==> config.mk <==
export PLATFORM = sky130hd
export DESIGN_NAME = ascii_uart_tx
export DESIGN_NICKNAME = d
export VERILOG_FILES = /design/src/rtl/uart_pkg.sv /design/src/rtl/char_fifo.sv /design/src/rtl/ascii_uart_tx.sv
export SDC_FILE = /design/constraint.sdc
export NUM_CORES = 1
export LEC_CHECK = 0
export CAP_MARGIN = 20
export CORE_ASPECT_RATIO = 1.4
export CORE_UTILIZATION = 35
export CTS_BUF_LIST = sky130_fd_sc_hd__clkbuf_8
export CTS_CLUSTER_DIAMETER = 80
export DETAILED_ROUTE_END_ITERATION = 10
export SYNTH_ARGS = -nofsm -noshare
export SYNTH_HDL_FRONTEND = slang
export SYNTH_SLANG_ARGS = --single-unit
==> constraint.sdc <==
create_clock -name clk -period 3.2 [get_ports clk]
set_input_delay 0.96 -clock clk [delete_from_list [all_inputs] [get_ports clk]]
set_output_delay 0.96 -clock clk [all_outputs]
set_load 0.1 [all_outputs]
==> src/rtl/uart_pkg.sv <==
// Shared definitions for the ASCII UART transmit path.
//   tx_state_t           : transmitter FSM states
//   DEFAULT_CLKS_PER_BIT : 50 MHz system clock / 115200 baud
//   ASCII_W              : character width
package uart_pkg;

  localparam int unsigned DEFAULT_CLKS_PER_BIT = 434;
  localparam int unsigned ASCII_W              = 8;

  typedef enum logic [1:0] {
    IDLE,
    START,
    DATA,
    STOP
  } tx_state_t;

endpackage

==> src/rtl/char_fifo.sv <==
// Synchronous first-word-fall-through FIFO for buffered characters.
// Ports:
//   clk, rst   : clock, asynchronous active-high reset
//   push, din  : write request and data; ignored while full, even when a pop
//                happens in the same cycle
//   pop        : read request; ignored while empty
//   dout       : head entry, valid while !empty
//   full/empty : derived from registered pointers
module char_fifo #(
  parameter int unsigned WIDTH = 8,
  parameter int unsigned DEPTH = 4
) (
  input  logic             clk,
  input  logic             rst,
  input  logic             push,
  input  logic             pop,
  input  logic [WIDTH-1:0] din,
  output logic [WIDTH-1:0] dout,
  output logic             full,
  output logic             empty
);

  localparam int unsigned AW = $clog2(DEPTH);

  // One extra pointer bit distinguishes full (MSBs differ) from empty (equal).
  logic [AW:0]      wr_ptr_q, wr_ptr_d;
  logic [AW:0]      rd_ptr_q, rd_ptr_d;
  logic [WIDTH-1:0] mem_q [DEPTH];
  logic             do_push;
  logic             do_pop;

  assign empty   = (wr_ptr_q == rd_ptr_q);
  assign full    = (wr_ptr_q[AW] != rd_ptr_q[AW]) &&
                   (wr_ptr_q[AW-1:0] == rd_ptr_q[AW-1:0]);
  assign do_push = push && !full;
  assign do_pop  = pop && !empty;
  assign dout    = mem_q[rd_ptr_q[AW-1:0]];

  always_comb begin
    wr_ptr_d = wr_ptr_q;
    rd_ptr_d = rd_ptr_q;
    if (do_push) wr_ptr_d = wr_ptr_q + (AW+1)'(1);
    if (do_pop)  rd_ptr_d = rd_ptr_q + (AW+1)'(1);
  end

  always_ff @(posedge clk or posedge rst) begin
    if (rst) begin
      wr_ptr_q <= '0;
      rd_ptr_q <= '0;
    end else begin
      wr_ptr_q <= wr_ptr_d;
      rd_ptr_q <= rd_ptr_d;
    end
  end

  // Storage needs no reset: entries are only visible between push and pop.
  always_ff @(posedge clk) begin
    if (do_push) mem_q[wr_ptr_q[AW-1:0]] <= din;
  end

endmodule

==> src/rtl/ascii_uart_tx.sv <==
// Buffered UART transmitter for decoded ASCII characters.
// Frames: 1 start bit (0), 8 data bits LSB first, STOP_BITS stop bits (1).
// Ports:
//   clk        : system clock, rising edge
//   rst        : asynchronous active-high reset
//   char_in    : character to send, sampled on a valid & ready edge
//   char_valid : char_in holds a character
//   char_ready : buffer can accept (not full)
//   tx         : registered serial line, idles high
//   busy       : frame in flight or characters buffered
module ascii_uart_tx
  import uart_pkg::*;
#(
  parameter int unsigned CLKS_PER_BIT = DEFAULT_CLKS_PER_BIT,
  parameter int unsigned FIFO_DEPTH   = 4,
  parameter int unsigned STOP_BITS    = 1
) (
  input  logic               clk,
  input  logic               rst,
  input  logic [ASCII_W-1:0] char_in,
  input  logic               char_valid,
  output logic               char_ready,
  output logic               tx,
  output logic               busy
);

  localparam int unsigned           BAUD_W    = $clog2(CLKS_PER_BIT);
  localparam logic [BAUD_W-1:0]     BAUD_LAST = BAUD_W'(CLKS_PER_BIT - 1);
  localparam logic                  STOP_LAST = 1'(STOP_BITS - 1);

  tx_state_t          state_q;
  logic [BAUD_W-1:0]  baud_q;
  logic [2:0]         bit_idx_q;
  logic               stop_idx_q;
  logic [ASCII_W-1:0] shift_q;
  logic               tx_q;

  logic [ASCII_W-1:0] fifo_dout;
  logic               fifo_full;
  logic               fifo_empty;
  logic               fifo_pop;
  logic               baud_done;

  char_fifo #(
    .WIDTH (ASCII_W),
    .DEPTH (FIFO_DEPTH)
  ) u_fifo (
    .clk   (clk),
    .rst   (rst),
    .push  (char_valid),
    .pop   (fifo_pop),
    .din   (char_in),
    .dout  (fifo_dout),
    .full  (fifo_full),
    .empty (fifo_empty)
  );

  assign baud_done  = (baud_q == BAUD_LAST);
  // Pop from IDLE, or at the very end of the last stop bit so the next start
  // bit follows without an idle gap.
  assign fifo_pop   = !fifo_empty &&
                      ((state_q == IDLE) ||
                       ((state_q == STOP) && baud_done && (stop_idx_q == STOP_LAST)));
  assign char_ready = !fifo_full;
  assign busy       = (state_q != IDLE) || !fifo_empty;
  assign tx         = tx_q;

  always_ff @(posedge clk or posedge rst) begin
    if (rst) begin
      state_q    <= IDLE;
      baud_q     <= '0;
      bit_idx_q  <= '0;
      stop_idx_q <= 1'b0;
      shift_q    <= '0;
      tx_q       <= 1'b1;
    end else begin
      case (state_q)
        IDLE: begin
          baud_q <= '0;
          if (fifo_pop) begin
            shift_q <= fifo_dout;
            tx_q    <= 1'b0;
            state_q <= START;
          end
        end
        START: begin
          if (baud_done) begin
            baud_q    <= '0;
            bit_idx_q <= '0;
            tx_q      <= shift_q[0];
            state_q   <= DATA;
          end else begin
            baud_q <= baud_q + BAUD_W'(1);
          end
        end
        DATA: begin
          if (baud_done) begin
            baud_q <= '0;
            if (bit_idx_q == 3'd7) begin
              stop_idx_q <= 1'b0;
              tx_q       <= 1'b1;
              state_q    <= STOP;
            end else begin
              bit_idx_q <= bit_idx_q + 3'd1;
              shift_q   <= shift_q >> 1;
              // Next bit is taken pre-shift so tx lands on the boundary.
              tx_q      <= shift_q[1];
            end
          end else begin
            baud_q <= baud_q + BAUD_W'(1);
          end
        end
        STOP: begin
          if (baud_done) begin
            baud_q <= '0;
            if (stop_idx_q == STOP_LAST) begin
              if (fifo_pop) begin
                shift_q <= fifo_dout;
                tx_q    <= 1'b0;
                state_q <= START;
              end else begin
                state_q <= IDLE;
              end
            end else begin
              stop_idx_q <= stop_idx_q + 1'b1;
            end
          end else begin
            baud_q <= baud_q + BAUD_W'(1);
          end
        end
        default: begin
          state_q <= IDLE;
          tx_q    <= 1'b1;
        end
      endcase
    end
  end

endmodule
# After elaboration in Yosys (flattened, before gate mapping)

Memory sizes are Yosys's and may differ from the RTL's.
Index checks and enable logic that the tools add are counted.

Register bits after elaboration: 30
Memory bits (writable): 32
Output and inout port bits: 3
Memories kept: 1

Add/subtract/negate cells: 5
Equal/unequal tests: 15
Multiplexer cells: 34
Bitwise operators: 1
Reduce and logical (&&, ||, !) cells: 21

Memories:

| name         | words | width | rd ports | clocked after Yosys merged registers in | write ports | line            | text |
|---|---|---|---|---|---|---|---|
| u_fifo.mem_q | 4     | 8     | 1        | 0                                       | 1           | char_fifo.sv:28 | `logic [WIDTH-1:0] mem_q [DEPTH];` |

Operators by type and width:

| kind                | count |
|---|---|
| $mux 8              | 5 |
| $pmux 8 s3          | 1 |
| $pmux 9 s2          | 1 |
| $mux 1              | 13 |
| $mux 2              | 6 |
| $ne 2x2->1 const B  | 6 |
| $reduce_and 4->1    | 3 |
| $add 3x1->3 const B | 3 |
| $add 9x1->9 const B | 1 |
| $eq 9x9->1 const B  | 1 |
| $mux 3              | 3 |
| $mux 9              | 1 |
| $pmux 2 s4          | 1 |
| $logic_and 1x1->1   | 6 |
| $pmux 3 s2          | 1 |
| $reduce_and 6->1    | 1 |
| $reduce_bool 2->1   | 3 |
| $reduce_and 5->1    | 1 |
| $eq 2x2->1 const B  | 2 |
| $pmux 1 s4          | 1 |
| $eq 3x3->1          | 1 |
| $eq 3x3->1 const B  | 1 |
| $reduce_bool 3->1   | 1 |
| $reduce_or 3->1     | 1 |
| other kinds (10)    | 12 |

# Logic depth before layout (Yosys ltp)

Gate-level depths: netlist of the first run.

Word-level depth: 9
Gate-level depth with buffers: 8
Depth with buffers taken out: 7

# Hierarchy

Synthesis of the first run repeated with hierarchy kept, for this count alone.

Cell total of the unflattened synthesis: 235
Area total of the unflattened synthesis: 3,074.2 um^2

Modules (own cells, without submodules):

| module        | instances | cells an instance | area an instance (um^2) |
|---|---|---|---|
| char_fifo     | 1         | 91                | 1,679.1 |
| ascii_uart_tx | 1         | 144               | 1,395.1 |

# Worst setup path before layout of the first run

OpenSTA, ideal clock, no wires.

Path type: register -> register
Start point: reg u_fifo.rd_ptr_q[0]
End point: reg u_fifo.wr_ptr_q[2]
Arrival time: 2,356 ps
Setup slack: 704 ps
Stages on the path, launching flop included: 6
Path buffers: 1
Clock period less this slack: 2,496 ps
Path through: dfrtp_1 buf_6 xnor2_1 nand3_1 and3_1 xor2_1

Cells in the longest elaborated chain, start to end: 4

RTL lines:

| element                | line                | text |
|---|---|---|
| from (decl)            | char_fifo.sv:27     | `logic [AW:0] rd_ptr_q, rd_ptr_d;` |
| from (signal assigned) | char_fifo.sv:52     | `rd_ptr_q <= rd_ptr_d;` |
| $eq 2x2->1             | char_fifo.sv:34     | `(wr_ptr_q[AW-1:0] == rd_ptr_q[AW-1:0]);` |
| $logic_and 1x1->1      | char_fifo.sv:33     | `assign full = (wr_ptr_q[AW] != rd_ptr_q[AW]) &&` |
| $logic_not 1->1        | n/a                 |  |
| named net char_ready   | ascii_uart_tx.sv:22 | `output logic char_ready,` |
| $logic_and 1x1->1      | char_fifo.sv:35     | `assign do_push = push && !full;` |
| to (signal assigned)   | char_fifo.sv:51     | `wr_ptr_q <= wr_ptr_d;` |
| to (decl)              | char_fifo.sv:26     | `logic [AW:0] wr_ptr_q, wr_ptr_d;` |

The timed path passes the listed nets, and every way through them passes these cells.
A chain may end at the register's enable or synchronous reset.

# Worst setup path in the final report of the first run

Start point: reg u_fifo.rd_ptr_q[1]
End point: out busy

Cells in the longest elaborated chain, start to end: 3

RTL lines:

| element          | line                | text |
|---|---|---|
| $eq 3x3->1       | char_fifo.sv:32     | `assign empty = (wr_ptr_q == rd_ptr_q);` |
| $logic_not 1->1  | ascii_uart_tx.sv:65 | `assign busy = (state_q != IDLE) \|\| !fifo_empty;` |
| $logic_or 1x1->1 | ascii_uart_tx.sv:65 |  |
| to (decl)        | ascii_uart_tx.sv:24 | `output logic busy` |

Every way passes these cells.

==> out/metrics.csv, run 1 <==
stage,metric,value,unit
synth,yosys.area.top_type_share,0.334,
sta,report.final.slew_viol_count,0,
cts,ctsResizeCount,0,
sta,slew_headroom,0.524,
worst_hold_path,hp-class,reg2reg,
route,finalWirelength,4630,um
layout,num-nets-final,255,
route,wl_met2,2320,um
synth,syn_area,0.00287,mm^2
sta,hold_viol_final,0,
synth,yosysUniqueCellTypes,47,
synth,netlist_instances,208,
layout,stdcell_count,335,
sta,fin_skew,0.00964,ns
critical_path,worstSetupStartpointType,flop,
cts,cts_tree,done,
critical_path,arrival,1.63,ns
route,drt-pass1-iter-count,5,
layout,area_growth,15.7,%
critical_path,path_max_fanout,11,
global_routing,grt_usage,0.128,
placement,gp_congestion,0.721,
global_routing,grt_pass1_vias,1725,
sta,finalCritPeriodShare,0.810,
synth,netlist_top_cells_area,"edfxtp_1, dfrtp_1, mux4_1",
placement,hpwl,3280,um
global_routing,antenna_found_initial,0,
sta,fmax,0.386,GHz
global_routing,grt_max_degree,30,
sta,finalCriticalPeriod,2.59,ns
route,drtIter0Drc,81,
critical_path,criticalPathCategory,reg2out,
synth,ys_seq_area_frac,0.587,
route,vias,1650,
sta,setup_viol,0,
critical_path,critPathCaptureType,output port,
sta,tns,0,ns
power_and_ir_drop,leakage,1.32,nW
floorplanning,io_pins,14,
synth,synth-edff-count,32,
sta,rsz0062_at_grt,false,
placement,placed_cells,319,
floorplanning,die-area,0.00858,mm^2
synth,synth_top_area_cell,edfxtp_1,
floorplanning,rows,38,
cts,cts_setup_buffers,0,
power_and_ir_drop,power.density,577,mW/mm^2
global_routing,grt_pass1_wl,8120,um
cts,cts_root_buf,clkbuf_8,
sta,worst_pin_slew,0.710,ns
cts,cts.clk_slew.worst_paths,0.06,ns
cts,cts_num_sinks,61,
route,viasPerCell,4.93,
synth,synthesis.nets,233,
status,outcome,finished clean,
layout,drive_gt1_frac,0.149,
route,wire_per_inst,13.8,um
floorplanning,die_y,109,um
placement,port_buffers,13,
route,drt.antenna.violating_nets,0,
synth,synth.most_common_cell,edfxtp_1,
critical_path,crit_required,2.24,ns
power_and_ir_drop,ir_worst_vdd,0.348,mV
synth,async_flop_share,0.475,
cts,h-tree-depth,3,
route,wl_met3,140,um
synth,synth_ff_type,edfxtp_1,
global_routing,grt-ovfl-total,0,
cts,cts_buffer_depth,2,
cts,cts_buffers,9,
route,met1_length,2080,um
route,maxUsedRoutingLayer,met4,
synth,yosys-top-cells-count,"edfxtp_1, dfrtp_1, nor2_1, ha_1, nand2_1",
floorplanning,core_area,0.00785,mm^2
route,route.detailed.drc,0,
layout,antennaDiodeCount,0,
floorplanning,die-width,78.6,um
cts,clock_latency,0.34,ns
synth,ys_ff_latch,61,
synth,syn_avg_cell_area,13.8,um^2
flow_run,cap_violations,0,
cts,cts_hold_buf,0,
synth,ys_warn_count,0,
floorplanning,start_util,0.366,
==> path summary, 6_finish.rpt <==
| kind | end | start | slack [ns] | cells after the start |
|---|---|---|---|---|
| max reg2reg | state_q[0] | state_q[0] | 0.92 | 6 |
| min in group asynchronous | baud_q[2] | rst | 0.99 | 3 |
| max | busy | u_fifo.rd_ptr_q[1] | 0.61 | 4 |
| max in group asynchronous | tx | rst | 1.89 | 3 |
| min reg2reg | u_fifo.wr_ptr_q[2] | u_fifo.wr_ptr_q[2] | 0.48 | 1 |
| min | u_fifo.wr_ptr_q[2] | u_fifo.wr_ptr_q[2] | 0.48 | 1 |
==> layout make-up <==
class                           count  area (um^2)
Clock buffer                        9          124
Clock inverter                      7         75.1
Fill cell                         737         4520
Inverter                            8         30.0
Multi-Input combinational cell    134         1120
Sequential cell                    61         1690
Tap cell                          100          125
Timing Repair Buffer               16          158
==> layer usage <==
layer | vias to the layer above | track usage
met1 | 792 | 0.153
met3 | 8 | 0.0351
met5 | - | 0
met4 | 0 | 0.0714
met2 | 23 | 0.208
li1 | 827 | -
==> power by group <==
group	switching, mW	leakage (nW)	internal, mW	total [mW]
Clock	0.313	0.0918	0.361	0.674
Sequential	0.0422	0.646	0.936	0.978
Combinational	0.163	0.580	0.101	0.264
==> sequential cells by signal (all words and copies together), names as in the netlist <==
name	count
shift_q	8
state_q	2
baud_q	9
u_fifo.wr_ptr_q	3
u_fifo.rd_ptr_q	3
u_fifo.mem_q	32
bit_idx_q	3
tx	1
==> cell families (layout without fill, tap and decap cells) <==
group	Yosys count	count (layout)	share of synthesized area
AOI/OAI and AO/OA	34	34	0.0849
xor gates and xnor gates	12	12	0.0366
adders and majority gates	14	14	0.0609
buffers and inverters	13	40	0.0213
DFF	61	61	0.587
muxes	12	12	0.0875
and+or+nand+nor	62	62	0.121
==> stage by stage <==
step	total power, mW	area (um^2)	utilization	setup slack (ns)	hold slack, ns
CTS	1.94	3320	0.424	0.563	0.496
global placement	1.26	3130	0.398	0.958	0.476
global route	2.02	3320	0.424	0.466	0.521
finish	1.92	3320	0.424	0.609	0.484
floorplan	1.18	2870	-	0.704	0.453
detailed placement	1.27	3130	0.398	0.935	0.481
==> worst max-delay path, stage by stage (launching register included) <==
cell,delay [ns]
dfrtp_1,0.51
xnor2_1,0.24
and3b_4,0.26
nand2_1,0.10
buf_12,0.18
==> layout by cell type, fill, tap and decap left out, types with 8 or more instances in the layout <==
cell / netlist / final
a21oi_1: 8 / 8
dfrtp_1: 28 / 28
nor2_1: 17 / 17
ha_1: 14 / 14
nand2_1: 10 / 10
edfxtp_1: 32 / 32
clkdlybuf4s50_1: 0 / 10
inv_1: 8 / 8
clkbuf_8: 0 / 9
(Power assumes the default switching activity.)
==> inputs of run 2 (changes only) <==
Clock period 3.2 ns to 2.45 ns, I/O delays scaled along.
==> out/metrics.csv, run 2 (same netlist as run 1, synthesis figures left out) <==
stage,metric,value,unit,change
critical_path,r2r-end,shift_q[5],,
global_routing,antenna_found_initial,0,,unchanged
sta,finalCriticalPeriod,2.30,ns,
power_and_ir_drop,ir_worst_vdd,0.664,mV,+91%
floorplanning,rows,38,,unchanged
global_routing,grt_pass1_vias,1635,,-5.2%
status,outcome,finished clean,,
floorplanning,die-area,0.00858,mm^2,unchanged
sta,slew_headroom,0.720,,+0.196
cts,cts_num_sinks,61,,unchanged
sta,hold_viol_final,0,,unchanged
cts,clock_latency,0.34,ns,about the same
placement,placed_cells,321,,+0.63%
placement,hpwl,3230,um,-1.4%
layout,drive_gt1_frac,0.160,,+0.0114
layout,stdcell_count,337,,+0.60%
critical_path,path_max_fanout,5,,-6
route,drt.antenna.violating_nets,0,,unchanged
route,drt-pass1-iter-count,4,,-1
cts,cts_tree,done,,
layout,largest_reg_flops,32,,unchanged
cts,h-tree-depth,3,,unchanged
worst_hold_path,min_from,u_fifo.rd_ptr_q[2],,
critical_path,worstSetupStartpointType,flop,,
global_routing,grt_max_degree,30,,unchanged
route,route.detailed.drc,0,,unchanged
cts,cts_setup_buffers,0,,unchanged
layout,num-nets-final,257,,+0.78%
sta,rsz0062_at_grt,false,,
placement,port_buffers,13,,unchanged
critical_path,r2r_slack,0.48,ns,-0.44 ns
placement,post-place-ws,0.380,ns,-0.555 ns
critical_path,r2r_start,state_q[1],,
flow_run,cap_violations,0,,unchanged
critical_path,r2r_cells,6,,unchanged
layout,final_common_cell,edfxtp_1,,
power_and_ir_drop,leakage,1.35,nW,+2.1%
critical_path,slowest_delay,0.43,ns,-0.08 ns
sta,worst_pin_slew,0.421,ns,-0.289 ns
floorplanning,start_util,0.366,,unchanged
critical_path,critPathTopFamily,flip-flops,,
cts,cts_hold_buf,0,,unchanged
cts,ctsResizeCount,1,,+1
cts,cts_root_buf,clkbuf_8,,
cts,cts.clk_slew.worst_paths,0.07,ns,about the same
critical_path,path_buf_inv,1,,unchanged
route,drtIter0Drc,91,,+12%
cts,cts_buffers,9,,unchanged
layout,final_cell_mix,"edfxtp_1, dfrtp_1, nor2_1",,
critical_path,cp-startpoint,u_fifo.wr_ptr_q[0],,
sta,setup_viol,0,,unchanged
sta,finalCritPeriodShare,0.937,,
global_routing,grt_pass1_wl,7780,um,-4.2%
sta,report.final.slew_viol_count,0,,unchanged
critical_path,criticalPathCategory,reg2out,,
global_routing,grt_usage,0.124,,-0.00453
layout,antennaDiodeCount,0,,unchanged
layout,area_growth,16.8,%,
critical_path,worstPathCellList,"xnor2_1, and3b_4, nand2_1, buf_12",,
floorplanning,core_area,0.00785,mm^2,unchanged
sta,fmax,0.435,GHz,
critical_path,crit_required,1.71,ns,-0.53 ns
critical_path,arrival,1.56,ns,-0.07 ns
placement,gp_congestion,0.710,,-1.6%
route,viasPerCell,4.96,,+0.61%
critical_path,path_depth,4,,unchanged
sta,hold_ws,0.492,ns,+0.00780 ns
critical_path,critPathCaptureType,output port,,
route,finalWirelength,4540,um,-1.8%
global_routing,grt-ovfl-total,0,,unchanged
route,vias,1670,,+1.2%
sta,setup_slack,0.154,ns,-0.456 ns
floorplanning,die_y,109,um,unchanged
cts,cts_buffer_depth,2,,unchanged
sta,tns,0,ns,unchanged
floorplanning,io_pins,14,,unchanged
critical_path,slowest_stage,dfrtp_1,,
worst_hold_path,hp-class,reg2reg,,
sta,fin_skew,0.00834,ns,-0.00130 ns
floorplanning,die-width,78.6,um,unchanged
power_and_ir_drop,power.density,745,mW/mm^2,+29%
power_and_ir_drop,p_total,2.50,mW,+31%
critical_path,critPathCapture,busy,,
route,wire_per_inst,13.5,um,-2.4%
run 2: cell types whose count changed in the layout (fill, tap and decap cells not counted), sizes merged:
cell,change
clkinvlp,-2
clkinv,+2
buf,+2
run 2: worst min path at each step:
stage,endpoint,slack [ns],cells after the start
floorplan,baud_q[0],0.45,1
global placement,bit_idx_q[2],0.48,1
detailed placement,bit_idx_q[1],0.48,1
CTS,baud_q[0],0.49,1
global route,u_fifo.wr_ptr_q[2],0.51,1
finish,u_fifo.rd_ptr_q[2],0.49,1
run 2: area by class of cell:
class | count | area [um^2]
Inverter | 8 | 30.0
Clock buffer | 9 | 124
Sequential cell | 61 | 1690
Fill cell | 728 | 4490
Clock inverter | 7 | 67.6
Timing Repair Buffer | 18 | 185
Multi-Input combinational cell | 134 | 1140
Tap cell | 100 | 125
run 2: per-layer routing:
metal	part of all wire	vias to the layer above	track usage	routed length, um
met2	0.47	22	0.196	2160
met3	0.035	12	0.0452	157
met5	0	-	0	0
met1	0.47	809	0.144	2110
li1	-	827	-	-
met4	0.025	0	0.0714	114
run 2: power by group:
| group | total [mW] | internal (mW) | switching [mW] |
|---|---|---|---|
| Combinational | 0.379 | 0.157 | 0.222 |
| Clock | 0.845 | 0.463 | 0.382 |
| Sequential | 1.28 | 1.22 | 0.0558 |
| Total | 2.50 | 1.84 | 0.659 |
run 2: through the flow:
step / util / instance area [um^2]
3_5_place_dp: 0.403 / 3160
5_1_grt: 0.428 / 3360
2_1_floorplan: - / 2880
6_report: 0.428 / 3360
4_1_cts: 0.428 / 3360
3_3_place_gp: 0.403 / 3160
==> inputs of run 3 (changes only) <==
Settings changed: MAX_ROUTING_LAYER set to met4.
==> out/metrics.csv, run 3 (same netlist as run 1, synthesis figures left out) <==
stage,metric,value,unit,change
route,viasPerCell,4.92,,-0.72%
critical_path,arrival,1.56,ns,about the same
status,outcome,finished clean,,
floorplanning,die_y,109,um,unchanged
power_and_ir_drop,p_comb_frac,0.152,,about the same
sta,finalCritPeriodShare,0.936,,-0.000955
layout,final_cell_mix,"edfxtp_1, dfrtp_1, nor2_1",,
sta,fin_skew,0.00820,ns,-0.000134 ns
sta,tns,0,ns,unchanged
layout,antennaDiodeCount,0,,unchanged
cts,clock_latency,0.34,ns,about the same
global_routing,grt_max_degree,30,,unchanged
sta,rsz0062_at_grt,false,,
placement,gp_congestion,0.718,,+1.1%
power_and_ir_drop,p_int,1.84,mW,unchanged
sta,hold_viol_final,0,,unchanged
placement,hpwl,3230,um,unchanged
floorplanning,core_area,0.00785,mm^2,unchanged
critical_path,critPathCaptureType,output port,,
critical_path,crit_required,1.71,ns,about the same
power_and_ir_drop,clkPwrFrac,0.337,,about the same
power_and_ir_drop,sequentialPowerShare,0.512,,about the same
route,finalWirelength,4540,um,-0.11%
sta,fmax,0.436,GHz,+0.10%
power_and_ir_drop,p_sw_frac,0.263,,-0.000699
floorplanning,io_pins,14,,unchanged
worst_hold_path,hp-class,reg2reg,,
cts,cts_root_buf,clkbuf_8,,
sta,report.final.slew_viol_count,0,,unchanged
critical_path,criticalPathCategory,reg2out,,
critical_path,worstSetupStartpointType,flop,,
sta,slew_headroom,0.719,,about the same
cts,cts.clk_slew.worst_paths,0.07,ns,about the same
cts,cts_buffer_depth,2,,unchanged
sta,setup_slack,0.156,ns,+0.00234 ns
global_routing,grt_usage,0.127,,+0.00385
critical_path,worstPathCellList,"xnor2_1, and3b_4, nand2_1, buf_12",,
layout,largest_reg_flops,32,,unchanged
power_and_ir_drop,leakage,1.35,nW,unchanged
layout,fill_cells,728,,unchanged
cts,h-tree-depth,3,,unchanged
sta,hold_ws,0.492,ns,+0.0000180 ns
layout,fin_util,0.428,,unchanged
floorplanning,die-area,0.00858,mm^2,unchanged
route,wire_per_inst,13.5,um,-0.11%
critical_path,slowest_stage,dfrtp_1,,
floorplanning,start_util,0.366,,unchanged
sta,setup_viol,0,,unchanged
placement,port_buffers,13,,unchanged
placement,post-place-ws,0.380,ns,unchanged
global_routing,antenna_found_initial,0,,unchanged
route,route.detailed.drc,0,,unchanged
power_and_ir_drop,power.density,745,mW/mm^2,about the same
floorplanning,rows,38,,unchanged
floorplanning,die-width,78.6,um,unchanged
layout,area_growth,16.8,%,unchanged
cts,cts_tree,done,,
critical_path,slowest_delay,0.43,ns,about the same
global_routing,grt_pass1_wl,7800,um,+0.26%
critical_path,critPathTopFamily,flip-flops,,
layout,multi_input_area,0.00114,mm^2,unchanged
layout,num-nets-final,257,,unchanged
cts,cts_buffers,9,,unchanged
flow_run,cap_violations,0,,unchanged
route,drt.antenna.violating_nets,0,,unchanged
cts,cts_num_sinks,61,,unchanged
layout,drive_gt1_frac,0.160,,unchanged
route,drtIter0Drc,105,,+15%
power_and_ir_drop,netSwitchingPower,657,uW,-0.36%
critical_path,path_max_fanout,5,,unchanged
route,drt-pass1-iter-count,4,,unchanged
route,vias,1658,,-0.72%
power_and_ir_drop,ir_worst_vdd,0.665,mV,about the same
sta,worst_pin_slew,0.421,ns,+0.000780 ns
global_routing,grt-ovfl-total,0,,unchanged
sta,finalCriticalPeriod,2.29,ns,-0.00234 ns
global_routing,grt_pass1_vias,1636,,+0.061%
layout,ff_latch_area,0.00169,mm^2,unchanged
layout,final_common_cell,edfxtp_1,,
critical_path,path_buf_inv,1,,unchanged
run 3: cell counts in the layout (fill, tap and decap cells not counted):
No cell type changed its count.
run 3: stage by stage:
stage	power [mW]	area, um^2	cells
3_3_place_gp	1.67	3160	321
2_1_floorplan	1.55	2880	208
6_report	2.50	3360	337
5_1_grt	2.63	3360	337
3_5_place_dp	1.68	3160	321
4_1_cts	2.55	3360	337
run 3: routing by layer:
| layer | vias to the layer above | share of wire | global-route usage |
|---|---|---|---|
| met2 | 20 | 0.48 | 0.196 |
| met4 | 0 | 0.026 | 0.0714 |
| li1 | 826 | - | - |
| met5 | - | 0 | - |
| met1 | 800 | 0.46 | 0.144 |
| met3 | 12 | 0.033 | 0.0452 |
run 3: worst register-to-register path: cells and delay by family (launching register included):
| family | cells | cell delay [ns] |
|---|---|---|
| buffers and inverters | 1 | 0.11 |
| DFF | 1 | 0.42 |
| AOI/OAI and AO/OA | 3 | 0.93 |
| and+or+nand+nor | 1 | 0.10 |
| adders and majority gates | 1 | 0.28 |
run 3: layout make-up:
class / count / share of cell area
clock buffer: 9 / 0.0369
multi-input combinational: 134 / 0.339
inverter: 8 / 0.00894
timing repair buffer: 18 / 0.0551
tap: 100 / 0.0373
sequential: 61 / 0.503
clock inverter: 7 / 0.0201
run 3: final timing paths:
check / startpoint / endpoint / slack, ns / cells past startpoint
setup / recovery: u_fifo.wr_ptr_q[0] / busy / 0.16 / 4
hold / removal: u_fifo.rd_ptr_q[2] / u_fifo.rd_ptr_q[2] / 0.49 / 1
setup reg to reg: state_q[1] / shift_q[5] / 0.49 / 6
hold reg to reg: u_fifo.rd_ptr_q[2] / u_fifo.rd_ptr_q[2] / 0.49 / 1
max in group asynchronous: rst / tx / 1.35 / 3
min in group asynchronous: rst / baud_q[5] / 0.79 / 3
run 3: repair_timing:
item / 4_1_cts / 5_1_grt
hold buffers: 0 / 0
gates resized for setup: 1 / 1
setup buffers: 0 / 0
endpoints found under the setup margin: 1 / 1
run 3: power groups by stage:
stage / Combinational [mW] / Clock (mW) / Sequential [mW]
after floorplan: 0.271 / 0 / 1.27
after global placement: 0.376 / 0 / 1.30
after detailed placement: 0.380 / 0 / 1.30
after CTS: 0.387 / 0.877 / 1.28
after global routing: 0.421 / 0.913 / 1.29
final: 0.379 / 0.842 / 1.28
